**config.mk**
```make
export PLATFORM = sky130hd
export DESIGN_NAME = mem_wait_ctrl
export DESIGN_NICKNAME = d
export VERILOG_FILES = /design/src/rtl/mem_wait_ctrl.sv
export SDC_FILE = /design/constraint.sdc
export NUM_CORES = 1
export LEC_CHECK = 0
export CAP_MARGIN = 5
export CORE_ASPECT_RATIO = 0.6
export CORE_MARGIN = 5
export CORE_UTILIZATION = 50
export DETAILED_ROUTE_END_ITERATION = 10
export DONT_BUFFER_PORTS = 1
export GPL_ROUTABILITY_DRIVEN = 0
export PLACE_DENSITY = 0.63
export SYNTH_ARGS = -nofsm -noshare
export SYNTH_HDL_FRONTEND = slang
export SYNTH_SLANG_ARGS = --single-unit
export TNS_END_PERCENT = 20
```
**constraint.sdc**
```tcl
create_clock -name clk -period 2.4 [get_ports clk]
set_input_delay 0.48 -clock clk [delete_from_list [all_inputs] [get_ports clk]]
set_output_delay 0.48 -clock clk [all_outputs]
set_load 0.02 [all_outputs]
```
**src/rtl/mem_wait_ctrl.sv**
```systemverilog
// rtl/mem_wait_ctrl.sv - unified memory stage driving a wait-state SRAM
// Captures one request, issues a single SRAM access, waits, then pulses ready.
module mem_wait_ctrl #(
  parameter int WAIT_STATES = 2,
  parameter int AW          = 32
) (
  input  logic          clk,
  input  logic          rst,
  input  logic          req,
  input  logic          fetch,
  input  logic          MemWrite,
  input  logic [2:0]    funct3,
  input  logic [AW-1:0] Adr,
  input  logic [31:0]   WriteData,
  output logic          ready,
  output logic          misaligned,
  output logic [31:0]   ReadData,
  output logic          sram_en,
  output logic          sram_we,
  output logic [3:0]    sram_be,
  output logic [AW-3:0] sram_addr,
  output logic [31:0]   sram_wdata,
  input  logic [31:0]   sram_rdata
);

  typedef enum logic [1:0] {IDLE, ISSUE, WAIT, DONE} state_t;
  typedef enum logic [1:0] {SZ_B, SZ_H, SZ_W} size_t;

  state_t        state, state_nxt;
  size_t         in_size, size_q;
  logic          in_uns, in_mis;
  logic [AW-1:0] adr_q;
  logic [31:0]   wdata_q;
  logic          we_q, uns_q, mis_q;
  logic [2:0]    cnt_q;
  logic          last_wait;
  logic [7:0]    ld_byte;
  logic [15:0]   ld_half;
  logic [31:0]   load_ext;
  logic [3:0]    st_be;
  logic [31:0]   st_data;

  // Fetches and the reserved funct3 codes all behave as word accesses.
  always_comb begin
    in_size = SZ_W;
    if (!fetch) begin
      case (funct3[1:0])
        2'b00:   in_size = SZ_B;
        2'b01:   in_size = SZ_H;
        default: in_size = SZ_W;
      endcase
    end
    in_uns = funct3[2] & ~fetch;
    case (in_size)
      SZ_H:    in_mis = Adr[0];
      SZ_W:    in_mis = |Adr[1:0];
      default: in_mis = 1'b0;
    endcase
  end

  always_ff @(posedge clk or negedge rst) begin
    if (!rst) begin
      adr_q   <= '0;
      wdata_q <= '0;
      we_q    <= 1'b0;
      uns_q   <= 1'b0;
      mis_q   <= 1'b0;
      size_q  <= SZ_B;
    end else if (state == IDLE && req) begin
      adr_q   <= Adr;
      wdata_q <= WriteData;
      we_q    <= MemWrite & ~fetch;
      uns_q   <= in_uns;
      mis_q   <= in_mis;
      size_q  <= in_size;
    end
  end

  always_ff @(posedge clk or negedge rst) begin
    if (!rst) begin
      cnt_q <= 3'd0;
    end else if (state == ISSUE) begin
      cnt_q <= 3'(WAIT_STATES);
    end else if (state == WAIT && cnt_q != 3'd0) begin
      cnt_q <= cnt_q - 3'd1;
    end
  end

  assign last_wait = (state == WAIT) && (cnt_q == 3'd0);

  always_comb begin
    case (adr_q[1:0])
      2'd0:    ld_byte = sram_rdata[7:0];
      2'd1:    ld_byte = sram_rdata[15:8];
      2'd2:    ld_byte = sram_rdata[23:16];
      default: ld_byte = sram_rdata[31:24];
    endcase
    ld_half = adr_q[1] ? sram_rdata[31:16] : sram_rdata[15:0];
    case (size_q)
      SZ_B:    load_ext = uns_q ? {24'd0, ld_byte} : {{24{ld_byte[7]}}, ld_byte};
      SZ_H:    load_ext = uns_q ? {16'd0, ld_half} : {{16{ld_half[15]}}, ld_half};
      default: load_ext = sram_rdata;
    endcase
  end

  // Sub-word stores replicate the datum so every enabled lane sees it.
  always_comb begin
    case (size_q)
      SZ_B: begin
        st_be   = 4'b0001 << adr_q[1:0];
        st_data = {4{wdata_q[7:0]}};
      end
      SZ_H: begin
        st_be   = adr_q[1] ? 4'b1100 : 4'b0011;
        st_data = {2{wdata_q[15:0]}};
      end
      default: begin
        st_be   = 4'b1111;
        st_data = wdata_q;
      end
    endcase
  end

  always_ff @(posedge clk or negedge rst) begin
    if (!rst) begin
      ReadData <= 32'd0;
    end else if (last_wait && !we_q) begin
      ReadData <= load_ext;
    end
  end

  always_ff @(posedge clk or negedge rst) begin
    if (!rst) begin
      state <= IDLE;
    end else begin
      state <= state_nxt;
    end
  end

  always_comb begin
    state_nxt  = state;
    ready      = 1'b0;
    misaligned = 1'b0;
    sram_en    = 1'b0;
    sram_we    = 1'b0;
    sram_be    = 4'b0000;
    case (state)
      IDLE: begin
        if (req) begin
          state_nxt = in_mis ? DONE : ISSUE;
        end
      end
      ISSUE: begin
        sram_en   = 1'b1;
        sram_we   = we_q;
        sram_be   = st_be;
        state_nxt = WAIT;
      end
      WAIT: begin
        if (cnt_q == 3'd0) begin
          state_nxt = DONE;
        end
      end
      DONE: begin
        ready      = 1'b1;
        misaligned = mis_q;
        state_nxt  = IDLE;
      end
      default: state_nxt = IDLE;
    endcase
  end

  assign sram_addr  = adr_q[AW-1:2];
  assign sram_wdata = st_data;

endmodule

```
==> summary.md <==
| Metric | Value |
|---|---|
| Setup TNS | `0 ns` |
| Remaining global-route overflow | `0` |
| Layout Nets | `572` |
| # IOs | `about 210` |
| Clock slew at reported path FFs | `0.07 ns` |
| Core ar. | `10600 um2` |
| First-pass GRT wire length | `roughly 21 mm` |
| Chip height | `91.0 um` |
| Critical-path cell list | `buf_4 -> nor2b_1 -> o21ai_1 -> buf_4 -> and2_1` |
| Vias in the first global route | `roughly 3700` |
| Util after Layout | `0.534` |
| Post-DR wirelength/cell | `22.1 um` |
| Detail Route Antenna Nets | `0` |
| CP Capture Type | `output pin` |
| Clk Latency, worst-skew pair | `0.34 ns` |
| Vias | `3610` |
| Cell Area, Synth | `~5500 um2` |
| Slack of the worst reg-to-reg path | `0.42 ns` |
| Achievable Freq | `462 MHz` |
| Root Driver | `clkbuf_16` |
| Flops & latches, synth | `106` |
| Largest net degree at the start of global routing | `107` |
| P_leak | `0.00247 uW` |
| Arr. time, crit path | `1.68 ns` |
| Run status | `complete, but fails checks` |
| CP delay by family, top | `buffers and inverters` |
| DIE AREA | `around 13000 um2` |
| Worst Tran Pin Value | `0.675 ns` |
| Reg2Reg Launch Point | `cnt_q[0]$_DFFE_PN0P_` |
| Gr usage total | `0.198` |
| Finished Layout Cells | `approximately 600` |
| Worst Hold Class | `input pin to async pin` |
| # Post-CTS Setup Buffers | `0` |
| Period minus WS final | `2.16 ns` |
| Reg2Reg Depth | `7` |
| RR Endpoint | `ReadData[19]$_DFFE_PN0P_` |
| Area growth, synth to finish | `3.75%` |
| Most common cell on crit path | `buf_4` |
| Post-synth cell types | `a little over 40` |
| Max Clock Skew | `0.00404 ns` |
| Syn nets | `608` |
| Final period utilization | `0.902` |
| Cells after Synth | `497` |
| DPL Wire Length | `9.95 mm` |
| Max Fanout on Critical Path | `23` |
| Layout cells sized above 1 | `0.275` |
| CP bufs+invs | `2` |
| Post-synthesis sequential area ratio | `0.485` |
| Max-slew violation count | `0` |
| Via density | `between 5 and 6` |
| PwrDens | `1600 nW/um2` |
| Clock buffer depth | `2` |
| DRT iter0 DRCs | `255` |
| Setup violators final | `0` |
| Worst vdd ir | `744 uV` |
| Max Cap Violations | `0` |
| Drt first pass iters | `4` |
| Final Hold Viols | `106` |
| Ant. Diodes | `0` |
| CTS tree | `yes` |
| Critical Path Source Type | `register` |
| Worst path required time | `approximately 1.9 ns` |
| Ys Warns | `0` |
| Die width | `145 um` |
| CTS Buf Count | `9` |
| Max transition margin | `0.548` |
| Dpl cells | `a little under 600` |
| CP max-delay cell | `dfrtp_1` |
| Max H-tree Level | `3` |
| Starting density of the core | `0.515` |
| FILL cells | `912` |
| Syn avg cell area | `11.0 um2` |
| RSZ-0062 raised after global routing | `no` |
| # rows | `29` |
| PortBufs | `0` |
| Final Hold Slack | `-0.167 ns` |
| TritonCTS sink count | `106` |
| CP max stage delay | `roughly 0.41 ns` |
| DRC Markers | `0` |
| Failing checks | `negative hold slack` |
| CP Class | `register to output pin` |
| Final WL | `13.4 mm` |
| Initial antenna violation count | `1` |
-- cells by family (layout without fill, tap and decap cells) --
| logic type | count (synthesis) | in the layout | synth area share |
|---|---|---|---|
| compound gates | 103 | 103 | 0.118 |
| buf+inv | 76 | 44 | 0.0866 |
| flops | 106 | 106 | 0.485 |
| xor+xnor | 1 | 1 | 0.00160 |
| fa+ha+maj | 7 | 7 | 0.0160 |
| simple gates | 106 | 106 | 0.0953 |
| mux | 98 | 98 | 0.198 |
-- flip-flops by register name, indices dropped and copies added, names as in the netlist --
name,flops
ReadData,32
adr_q,32
wdata_q,32
cnt_q,3
size_q,2
state,2
mis_q,1
uns_q,1
we_q,1
-- synthesized netlist by cell type --
library cell | number | share of area
nand2_1 | 60 | 0.041
o21ai_2 | 1 | 0.0016
a21boi_0 | 3 | 0.0041
a2111oi_0 | 1 | 0.0016
nand3b_2 | 1 | 0.0021
nor2b_1 | 3 | 0.0034
o31ai_1 | 1 | 0.0014
o22ai_1 | 16 | 0.018
and2_1 | 4 | 0.0046
mux2i_1 | 17 | 0.031
or3_1 | 1 | 0.0011
a22oi_1 | 7 | 0.0096
nand2b_1 | 6 | 0.0069
nor2_1 | 16 | 0.011
a31o_2 | 1 | 0.0016
xnor2_1 | 1 | 0.0016
a211o_1 | 1 | 0.0016
buf_4 | 40 | 0.055
nor3_4 | 2 | 0.0059
nor3_1 | 1 | 0.00091
a211oi_4 | 1 | 0.0037
inv_1 | 7 | 0.0048
or3b_1 | 2 | 0.0032
dfrtp_1 | 106 | 0.48
o21ai_1 | 8 | 0.0073
a31oi_1 | 7 | 0.0080
ha_1 | 7 | 0.016
buf_2 | 13 | 0.012
o21ai_0 | 22 | 0.020
o21a_1 | 1 | 0.0014
and3_1 | 1 | 0.0011
o22ai_2 | 1 | 0.0023
clkbuf_1 | 13 | 0.0089
nor2_2 | 1 | 0.0011
mux2_2 | 81 | 0.17
a22o_1 | 1 | 0.0016
a311oi_1 | 1 | 0.0016
a21oi_1 | 23 | 0.021
a221oi_1 | 7 | 0.011
and3b_1 | 8 | 0.013
buf_6 | 3 | 0.0062
-- worst max-delay path by stage --
stage	startpoint	to	slack, ns	cells past startpoint
floorplan	size_q[0]$_DFFE_PN0P_	sram_be[3]	0.37	5
global placement	state[1]$_DFFE_PN0P_	sram_be[3]	0.52	4
detailed placement	cnt_q[0]$_DFFE_PN0P_	ReadData[19]$_DFFE_PN0P_	0.46	7
CTS	state[1]$_DFFE_PN0P_	sram_be[3]	0.09	4
global route	state[1]$_DFFE_PN0P_	sram_be[3]	0.08	4
finish	size_q[0]$_DFFE_PN0P_	sram_be[0]	0.24	5
-- layer usage --
metal	part of all wire	vias to the layer above	routed length (um)	global-route usage
li1	-	1639	-	-
met1	0.42	1796	5640	0.271
met2	0.46	162	6140	0.303
met3	0.11	11	1480	0.0811
met4	0.0073	2	98	0.0303
met5	0.00097	-	13	0
-- stage by stage --
| step | setup WS [ns] | instance area (um2) | total power (uW) |
|---|---|---|---|
| after CTS | 0.0864 | 5680 | 9190 |
| after global routing | 0.0825 | 5680 | 9690 |
| final | 0.236 | 5680 | 9100 |
| after floorplan | 0.372 | 5470 | 7220 |
| after detailed placement | 0.459 | 5380 | 7690 |
| after global placement | 0.518 | 5380 | 7530 |
-- layout make-up --
class	count	area (um2)	share of cell area
multi-input combinational	315	2350	0.414
inverter	7	26.3	0.00463
sequential	106	2650	0.467
tap	139	174	0.0306
timing repair buffer	22	178	0.0313
clock inverter	4	52.6	0.00926
clock buffer	11	243	0.0428
-- placed cells by master (no fill, tap or decap), types with 2 or more instances in the layout --
| cell | count |
|---|---|
| a21boi_0 | 3 |
| a21oi_1 | 23 |
| a221oi_1 | 7 |
| a22oi_1 | 7 |
| a31oi_1 | 7 |
| and2_1 | 4 |
| and3b_1 | 8 |
| buf_4 | 21 |
| clkbuf_16 | 9 |
| clkinvlp_4 | 3 |
| dfrtp_1 | 105 |
| ha_1 | 6 |
| inv_1 | 7 |
| mux2_2 | 81 |
| mux2i_1 | 17 |
| nand2_1 | 59 |
| nand2b_1 | 6 |
| nor2_1 | 16 |
| nor2b_1 | 3 |
| nor3_4 | 2 |
| o21ai_0 | 22 |
| o21ai_1 | 8 |
| o22ai_1 | 16 |
| or3b_1 | 2 |
-- timing repair --
| item | in CTS | in global routing |
|---|---|---|
| hold endpoints to repair | 106 | 106 |
| endpoints found under the setup margin | 0 | 2 |
| gates resized for setup | 0 | 1 |
-- where the power goes --
part           internal, uW  switching (uW)
clock                   833             641
combinational          1590            1860
sequential             2690            1480
Power figures use the tool's default switching activity.
